===== src/rtl/axi_ar_arbiter_pkg.sv =====
// Shared AXI read-address arbitration definitions: default channel widths, AR/AW state
// encoding and the round-robin pointer advance helper.
package axi_ar_arbiter_pkg;

  localparam int unsigned AXI_ID_WIDTH   = 4;
  localparam int unsigned AXI_ADDR_WIDTH = 16;

  // Output-register state; ST_SEND means a request is being presented downstream.
  localparam logic [0:0] ST_IDLE = 1'b0;
  localparam logic [0:0] ST_SEND = 1'b1;

  // Priority moves to the master just after the winner, wrapping at n-1.
  function automatic int unsigned rr_next(input int unsigned w, input int unsigned n);
    return (w == n - 1) ? 0 : w + 1;
  endfunction

endpackage


===== src/rtl/axi_ar_arbiter_rr_arbiter.sv =====
// Combinational round-robin arbiter: scans requests starting at i_ptr and returns the
// first active one as a one-hot grant plus its index.
module rr_arbiter #(
  parameter int unsigned NUM_REQ = 4,
  localparam int unsigned IDX_W  = $clog2(NUM_REQ)
) (
  input  logic [NUM_REQ-1:0] i_req,
  input  logic [IDX_W-1:0]   i_ptr,
  output logic [NUM_REQ-1:0] o_grant,
  output logic [IDX_W-1:0]   o_idx,
  output logic               o_valid
);

  logic [IDX_W:0] w_pos;

  always_comb begin
    o_grant = '0;
    o_idx   = '0;
    o_valid = 1'b0;
    w_pos   = '0;
    for (int unsigned k = 0; k < NUM_REQ; k++) begin
      // Position modulo NUM_REQ; one extra bit avoids overflow before the wrap.
      w_pos = {1'b0, i_ptr} + (IDX_W + 1)'(k);
      if (w_pos >= (IDX_W + 1)'(NUM_REQ)) begin
        w_pos = w_pos - (IDX_W + 1)'(NUM_REQ);
      end
      if (!o_valid && i_req[w_pos[IDX_W-1:0]]) begin
        o_grant[w_pos[IDX_W-1:0]] = 1'b1;
        o_idx                     = w_pos[IDX_W-1:0];
        o_valid                   = 1'b1;
      end
    end
  end

endmodule


===== src/rtl/axi_ar_arbiter.sv =====
// Shares one AXI AR channel among NUM_MST masters with round-robin arbitration and a
// registered output; the winner index is prepended to ARID for R-channel routing.
module axi_ar_arbiter
  import axi_ar_arbiter_pkg::*;
#(
  parameter int unsigned NUM_MST = 4,
  parameter int unsigned ID_W    = AXI_ID_WIDTH,
  parameter int unsigned ADDR_W  = AXI_ADDR_WIDTH,
  localparam int unsigned IDX_W  = $clog2(NUM_MST)
) (
  input  logic                      clk,
  input  logic                      rst,
  input  logic [NUM_MST*ID_W-1:0]   s_arid,
  input  logic [NUM_MST*ADDR_W-1:0] s_araddr,
  input  logic [NUM_MST-1:0]        s_arvalid,
  output logic [NUM_MST-1:0]        s_arready,
  output logic [IDX_W+ID_W-1:0]     m_arid,
  output logic [ADDR_W-1:0]         m_araddr,
  output logic                      m_arvalid,
  input  logic                      m_arready,
  output logic [IDX_W-1:0]          m_grant_idx
);

  logic [0:0]            r_state;
  logic [IDX_W-1:0]      r_rr_ptr;
  logic [IDX_W+ID_W-1:0] r_arid;
  logic [ADDR_W-1:0]     r_araddr;
  logic [IDX_W-1:0]      r_grant_idx;

  logic [NUM_MST-1:0] w_grant;
  logic [IDX_W-1:0]   w_idx;
  logic               w_any;
  logic               w_accept;

  rr_arbiter #(
    .NUM_REQ (NUM_MST)
  ) u_rr_arbiter (
    .i_req   (s_arvalid),
    .i_ptr   (r_rr_ptr),
    .o_grant (w_grant),
    .o_idx   (w_idx),
    .o_valid (w_any)
  );

  // Register is free when empty or being drained this cycle (same-cycle refill).
  assign w_accept  = (r_state == ST_IDLE) || ((r_state == ST_SEND) && m_arready);
  assign s_arready = (w_accept && !rst) ? w_grant : '0;

  always_ff @(posedge clk) begin
    if (rst) begin
      r_state     <= ST_IDLE;
      r_rr_ptr    <= '0;
      r_arid      <= '0;
      r_araddr    <= '0;
      r_grant_idx <= '0;
    end else if (w_accept && w_any) begin
      r_state     <= ST_SEND;
      r_rr_ptr    <= IDX_W'(rr_next(32'(w_idx), NUM_MST));
      r_arid      <= {w_idx, s_arid[w_idx*ID_W +: ID_W]};
      r_araddr    <= s_araddr[w_idx*ADDR_W +: ADDR_W];
      r_grant_idx <= w_idx;
    end else if ((r_state == ST_SEND) && m_arready) begin
      r_state <= ST_IDLE;
    end
  end

  assign m_arvalid   = (r_state == ST_SEND);
  assign m_arid      = r_arid;
  assign m_araddr    = r_araddr;
  assign m_grant_idx = r_grant_idx;

endmodule


===== config.mk =====
export PLATFORM = sky130hd
export DESIGN_NAME = axi_ar_arbiter
export DESIGN_NICKNAME = d
export VERILOG_FILES = /design/src/rtl/axi_ar_arbiter_pkg.sv /design/src/rtl/axi_ar_arbiter_rr_arbiter.sv /design/src/rtl/axi_ar_arbiter.sv
export SDC_FILE = /design/constraint.sdc
export NUM_CORES = 1
export LEC_CHECK = 0
export CAP_MARGIN = 20
export CORE_UTILIZATION = 37
export CTS_BUF_LIST = sky130_fd_sc_hd__clkbuf_2 sky130_fd_sc_hd__clkbuf_4 sky130_fd_sc_hd__clkbuf_8
export DETAILED_ROUTE_END_ITERATION = 12
export PLACE_DENSITY = 0.88
export SLEW_MARGIN = 20
export SYNTH_ARGS = -nofsm -noshare
export SYNTH_HDL_FRONTEND = slang
export SYNTH_HIERARCHICAL = 1
export SYNTH_SLANG_ARGS = --single-unit

===== constraint.sdc =====
create_clock -name clk -period 3.9 [get_ports clk]
set_input_delay 0.78 -clock clk [delete_from_list [all_inputs] [get_ports clk]]
set_output_delay 0.78 -clock clk [all_outputs]
set_load 0.02 [all_outputs]

Word level (Yosys, flattened, before mapping). Cells that the tools add are included.

Register bits: 27. Bits in latches: 0. Bits in writable memories: 0. Bits in read-only memories: 0. Bits of input ports: 87. Output and inout bits: 29. Memories kept: 0.

Add/sub/neg operators: 8. $mul: 0. Divide/modulo/power cells: 0. Magnitude comparators: 12. Eq/ne operators: 1. Shifts and indexed selects: 2. Muxes and demuxes: 36. Bitwise logic cells: 4. Reduce and logical (&&, ||, !) cells: 16.

Operator list (count): $shiftx A64 B7 Y16 (1); $mux W4 (5); $mux W2 (9); $shiftx A16 B5 Y4 (1); $mux W1 (14); $lt A2 B3 Y1 const B (4); $or A4 B4 Y4 (3); $logic_and A1 B1 Y1 (10); $ge A3 B3 Y1 const B (3); $bmux W1 S2 (4); $demux W1 S2 (4); $ge A2 B1 Y1 const B (4); $sub A2 B1 Y2 const B (4); $add A2 B2 Y3 const B (2); $logic_not A1 Y1 (4); $add A2 B1 Y3 const B (1); $ge A2 B3 Y1 const B (1); $add A2 B1 Y2 const B (1); $eq A2 B2 Y1 const B (1); $reduce_bool A2 Y1 (1); $logic_or A1 B1 Y1 (1); $not A1 Y1 (1).

Longest topological paths before layout. Gate-level depths: netlist (run 1).

Depth after elaboration: 16. Depth in mapped cells: 11.

Hierarchy. Netlist (run 1), hierarchy kept.

Modules (own cells, without submodules): axi_ar_arbiter (instances 1, cells an instance 100, area an instance 1336.3 µm²); rr_arbiter (instances 1, cells an instance 45, area an instance 421.7 µm²).

Worst setup path before layout (run 1). Ideal clock, no wire load.

Kind: input to register. Start point: input s_arvalid[3]. End point: register r_araddr[15], in the netlist m_araddr[15]. Setup time: 0.117 ns. Arrival time: 3.051 ns. Data required time: 3.783 ns. Path slack: 0.733 ns. Cell stages on the path: 6. Cells stage by stage: mux4_2 -> clkbuf_1 -> o31ai_1 -> buf_6 -> mux4_2 -> a22o_1.

Word-level cells in the longest chain between the ends: 13. Elaborated cells between the ends (all ways): 24. Those cells by class: shift: 1; mux: 16; reduce/logical: 7.

RTL lines: start, declared (line axi_ar_arbiter.sv:15) `input logic [NUM_MST-1:0] s_arvalid,`; $bmux W1 S2 (line axi_ar_arbiter_rr_arbiter.sv:27) `if (!o_valid && i_req[w_pos[IDX_W-1:0]]) begin`; $mux W1 (implied by the code) (line axi_ar_arbiter_rr_arbiter.sv:27); $mux W1 (line axi_ar_arbiter_rr_arbiter.sv:27); $logic_not A1 Y1 (line axi_ar_arbiter_rr_arbiter.sv:27); $logic_and A1 B1 Y1 (line axi_ar_arbiter_rr_arbiter.sv:27); $mux W1 (line axi_ar_arbiter_rr_arbiter.sv:27); $logic_not A1 Y1 (line axi_ar_arbiter_rr_arbiter.sv:27); $logic_and A1 B1 Y1 (line axi_ar_arbiter_rr_arbiter.sv:27); $mux W1 (line axi_ar_arbiter_rr_arbiter.sv:27); $logic_not A1 Y1 (line axi_ar_arbiter_rr_arbiter.sv:27); $logic_and A1 B1 Y1 (line axi_ar_arbiter_rr_arbiter.sv:27); $mux W2 (*) (line axi_ar_arbiter_rr_arbiter.sv:27); named net w_idx[0] (line axi_ar_arbiter.sv:31) `logic [IDX_W-1:0] w_idx;`; $shiftx A64 B7 Y16 (*) (line axi_ar_arbiter.sv:60) `r_araddr <= s_araddr[w_idx*ADDR_W +: ADDR_W];`; end signal, assigned (line axi_ar_arbiter.sv:60); end, declared (line axi_ar_arbiter.sv:27) `logic [ADDR_W-1:0] r_araddr;`.

Mark *: on every way through the listed nets, which the timed path passes. The rest lies on a longest branch. The select of a mux whose other input is x is not followed. A chain may end at the register's enable or synchronous reset.

Worst setup path in the final report (run 1).
Start point: input s_arvalid[1]. End point: output s_arready[1].

Word-level cells in the longest chain between the ends: 13. Elaborated cells between the ends (all ways): 25. Those cells by class: mux: 16; bitwise: 3; reduce/logical: 6.

RTL lines: $bmux W1 S2 (line axi_ar_arbiter_rr_arbiter.sv:27); $mux W1 (implied by the code) (line axi_ar_arbiter_rr_arbiter.sv:27); $mux W1 (line axi_ar_arbiter_rr_arbiter.sv:27); $logic_not A1 Y1 (line axi_ar_arbiter_rr_arbiter.sv:27); $logic_and A1 B1 Y1 (line axi_ar_arbiter_rr_arbiter.sv:27); $mux W1 (line axi_ar_arbiter_rr_arbiter.sv:27); $logic_not A1 Y1 (line axi_ar_arbiter_rr_arbiter.sv:27); $logic_and A1 B1 Y1 (line axi_ar_arbiter_rr_arbiter.sv:27); $mux W1 (line axi_ar_arbiter_rr_arbiter.sv:27); $logic_not A1 Y1 (line axi_ar_arbiter_rr_arbiter.sv:27); $logic_and A1 B1 Y1 (line axi_ar_arbiter_rr_arbiter.sv:27); $mux W4 (*) (line axi_ar_arbiter_rr_arbiter.sv:27); named net w_grant[1] (line axi_ar_arbiter.sv:30) `logic [NUM_MST-1:0] w_grant;`; $mux W4 (*) (line axi_ar_arbiter.sv:47) `assign s_arready = (w_accept && !rst) ? w_grant : '0;`; end, declared (line axi_ar_arbiter.sv:16) `output logic [NUM_MST-1:0] s_arready,`.

Marked as above.

==> metrics.yaml, run 1 <==
synth_area_leaders: "dfxtp_1 (28%), mux4_2 (26%), a22o_1 (10%)"
clock.fmax_ghz: 0.269
ys.flop_type: "dfxtp_1"
dieWidth_um: 70.9
arrival_ns: 2.94
synth.yosys.seq_area_share_pct: 28.5
slew_violations: 0
start_util_pct: 39.3
io_buffers: 115
synth_top_family_by_area: "multiplexers"
cts_sinks: 25
antenna_found_initial: 0
power.density_mw_per_mm2: 761
placedInstanceArea_sq_mm: 0.00298
hold_violations: 0
grt-ovfl-total: 0
worstReg2RegStart: "r_rr_ptr[1]"
multiInputGateArea_sq_mm: 0.00117
gp_congestion: 0.819
die_height_um: 70.9
synth_top_area_cell: "dfxtp_1"
syn_inst: 145
status: "finished, violations left"
crit_start: "s_arvalid[1]"
firstDrtPassIters: 8
switching_share_pct: 40.0
worstPathRequired_ns: 3.12
r2r_slack_ns: 0.72
grt_use_met1_pct: 24.0
clockPowerShare_pct: 6.8
drive_gt1_share_pct: 16.7
nFillCells: 357
maxSlewHeadroom_pct: 51.1
netSwitchingPower_uw: 930
grt_pass1_vias: 1801
grt_usage_pct: 21.7
crit_type: "in -> out"
core_area_sq_mm: 0.00447
fin_crit_ns: 3.72
p_leak_uw: 0.00118
clk_latency_ns: 0.26
start_kind: "primary input"
dieArea_sq_mm: 0.00503
endpoint: "s_arready[1]"
grt_setup_unrepaired: "false"
rows: 24
routedWlPerCell_um: 17.4
instances_no_fill: 315
yosysMostFrequentCell: "dfxtp_1"
nets: 357
reg2reg_to: "m_arid[3]"
clock_path_buffers: 2
ys_async_sr_fraction_pct: 0
cts_tree: "yes"
placed_cells: 307
routed_wl_mm: 5.47
grtUsageMet2_pct: 40.9
synth_edf_count: 0
synth_compound_area_share_pct: 19.6
min_period_over_period_pct: 95.3
vias: 1798
grt_start_max_net_pins: 21
ctsRootBufferMaster: "clkbuf_8"
cts.htree.levels: 1
max_cap_viol_count: 0
min_path_type: "reg -> reg"
drtIter0Drc: 88
irDropWorstVdd_uv: 375
synth_mux_area_share_pct: 33.4
worst_r2r_path_depth: 9
tightest_slew_ns: 0.733
synthTopCellsByCount: "dfxtp_1 (25), a22o_1 (20), mux4_2 (20)"
postLayoutCellArea_sq_mm: 0.00306
power.share.sequential_pct: 18.7
ios: 116
diodes: 0
vias_per_cell: 5.71
ys_types: 29
postSynthAreaPerCell_sq_um: 12.1
synth_top_area_share_pct: 28.5
synthAdderAreaFrac_pct: 4.27
ys_ff_latch: 25
yosys_warnings: 6
register_area_sq_um: 500
route.detailed.drc: 22
post-dp-hpwl_mm: 4.32
comb_power_share_pct: 74.5
finalSetupViolations: 0
synth.cell_area_sq_mm: 0.00176
grt_pass1_wl_mm: 8.55
clk_pin_slew_ns: 0.09
internal-power_uw: 1400
busiest_layer: "met2"
ant_nets: 0
violations: "DRC"
synth-xor-area-share_pct: 0
critical_path.max_fanout: 5
area.growth.synth_to_final_pct: 73.9
fin_skew_ns: 0.00530
end_kind: "output port"
synth_nets: 238
met3_usage_pct: 5.27
synthSimpleGateAreaFrac_pct: 8.11
cts_buffers: 3
how the worst min path moves through the flow:
stage                 from          end  cells past startpoint  slack [ns]
2_1_floorplan  r_rr_ptr[0]  r_rr_ptr[0]                      2        0.51
3_3_place_gp     m_arid[3]    m_arid[3]                      1        0.46
3_5_place_dp     m_arid[0]    m_arid[0]                      1        0.46
4_1_cts          m_arid[0]    m_arid[0]                      1        0.49
5_1_grt        m_araddr[4]  m_araddr[4]                      1        0.50
6_report       m_araddr[6]  m_araddr[6]                      1        0.49
flip-flops by register name, summed over array words and instances, names as in the netlist:
register / count
m_araddr: 16
m_arid: 6
m_arvalid: 1
r_rr_ptr: 2
per-layer routing:
metal	vias to the layer above	wire, um	share of wire (%)
met5	-	0	0
li1	828	-	-
met2	90	2930	54
met3	10	458	8.4
met4	0	89	1.6
met1	870	1990	36
through the flow:
stage / utilization (%) / setup WS, ns / TNS [ns] / total power [uW] / hold WS, ns
finish: 68.3 / 0.185 / 0 / 2330 / 0.485
global route: 68.3 / 0.0343 / 0 / 2480 / 0.497
CTS: 67.9 / 0.0501 / 0 / 2330 / 0.489
detailed placement: 66.7 / -0.0945 / -0.343 / 2170 / 0.464
global placement: 66.7 / -0.00132 / -0.00190 / 2120 / 0.457
floorplan: - / 0.733 / 0 / 1590 / 0.512
logic make-up after synthesis:
| logic type | after synthesis |
|---|---|
| compound gates | 47 |
| fa+ha+maj | 6 |
| buf+inv | 18 |
| flops | 25 |
| mux | 27 |
| simple gates | 22 |
critical path, stage by stage:
cell             delay (ns)
clkdlybuf4s50_1        0.47
mux4_2                 0.56
nor4b_4                0.35
buf_4                  0.18
a22oi_1                0.06
o21ai_0                0.08
and2_1                 0.13
dlygate4sd2_1          0.32
power by group through the flow:
stage / Clock [uW] / Sequential [uW] / Combinational, uW
after floorplan: 0 / 577 / 1010
after global placement: 0 / 435 / 1680
after detailed placement: 0 / 440 / 1730
after CTS: 161 / 436 / 1730
after global routing: 174 / 450 / 1850
final: 158 / 436 / 1730
layout make-up:
cell class                 count  area share (%)
clock buffer                   4            1.60
inverter                       4           0.491
multi-input combinational    102            38.2
sequential                    25            16.4
tap                           52            2.13
timing repair buffer         128            41.2
what timing repair did:
| item | 4_1_cts | 5_1_grt |
|---|---|---|
| hold buffers | 0 | 0 |
| endpoints found under the hold margin | 0 | 0 |
| setup buffers | 2 | 2 |
| endpoints found under the setup margin | 4 | 1 |
| resized for setup | 4 | 1 |
| pin swaps | 1 | 0 |
cell usage in the layout, fill, tap and decap left out, types with 5 or more instances in the layout:
| master | Yosys | final |
|---|---|---|
| buf_4 | 2 | 12 |
| a22oi_1 | 8 | 8 |
| clkdlybuf4s50_1 | 0 | 111 |
| a21oi_1 | 6 | 5 |
| ha_1 | 6 | 6 |
| a22o_1 | 20 | 20 |
| o21ai_0 | 9 | 9 |
| dfxtp_1 | 25 | 25 |
| mux4_2 | 20 | 21 |
No activity file was read; power rests on OpenSTA's default activity.
==> run 2: changes to the inputs <==
--- a/config.mk
+++ b/config.mk
@@ -6,6 +6,7 @@
 export NUM_CORES = 1
 export LEC_CHECK = 0
 export CAP_MARGIN = 20
+export CORE_MARGIN = 1
 export CORE_UTILIZATION = 37
 export CTS_BUF_LIST = sky130_fd_sc_hd__clkbuf_2 sky130_fd_sc_hd__clkbuf_4 sky130_fd_sc_hd__clkbuf_8
 export DETAILED_ROUTE_END_ITERATION = 12
==> results of run 2 <==
Final layout, timing and power as in run 1 (identical DEF).
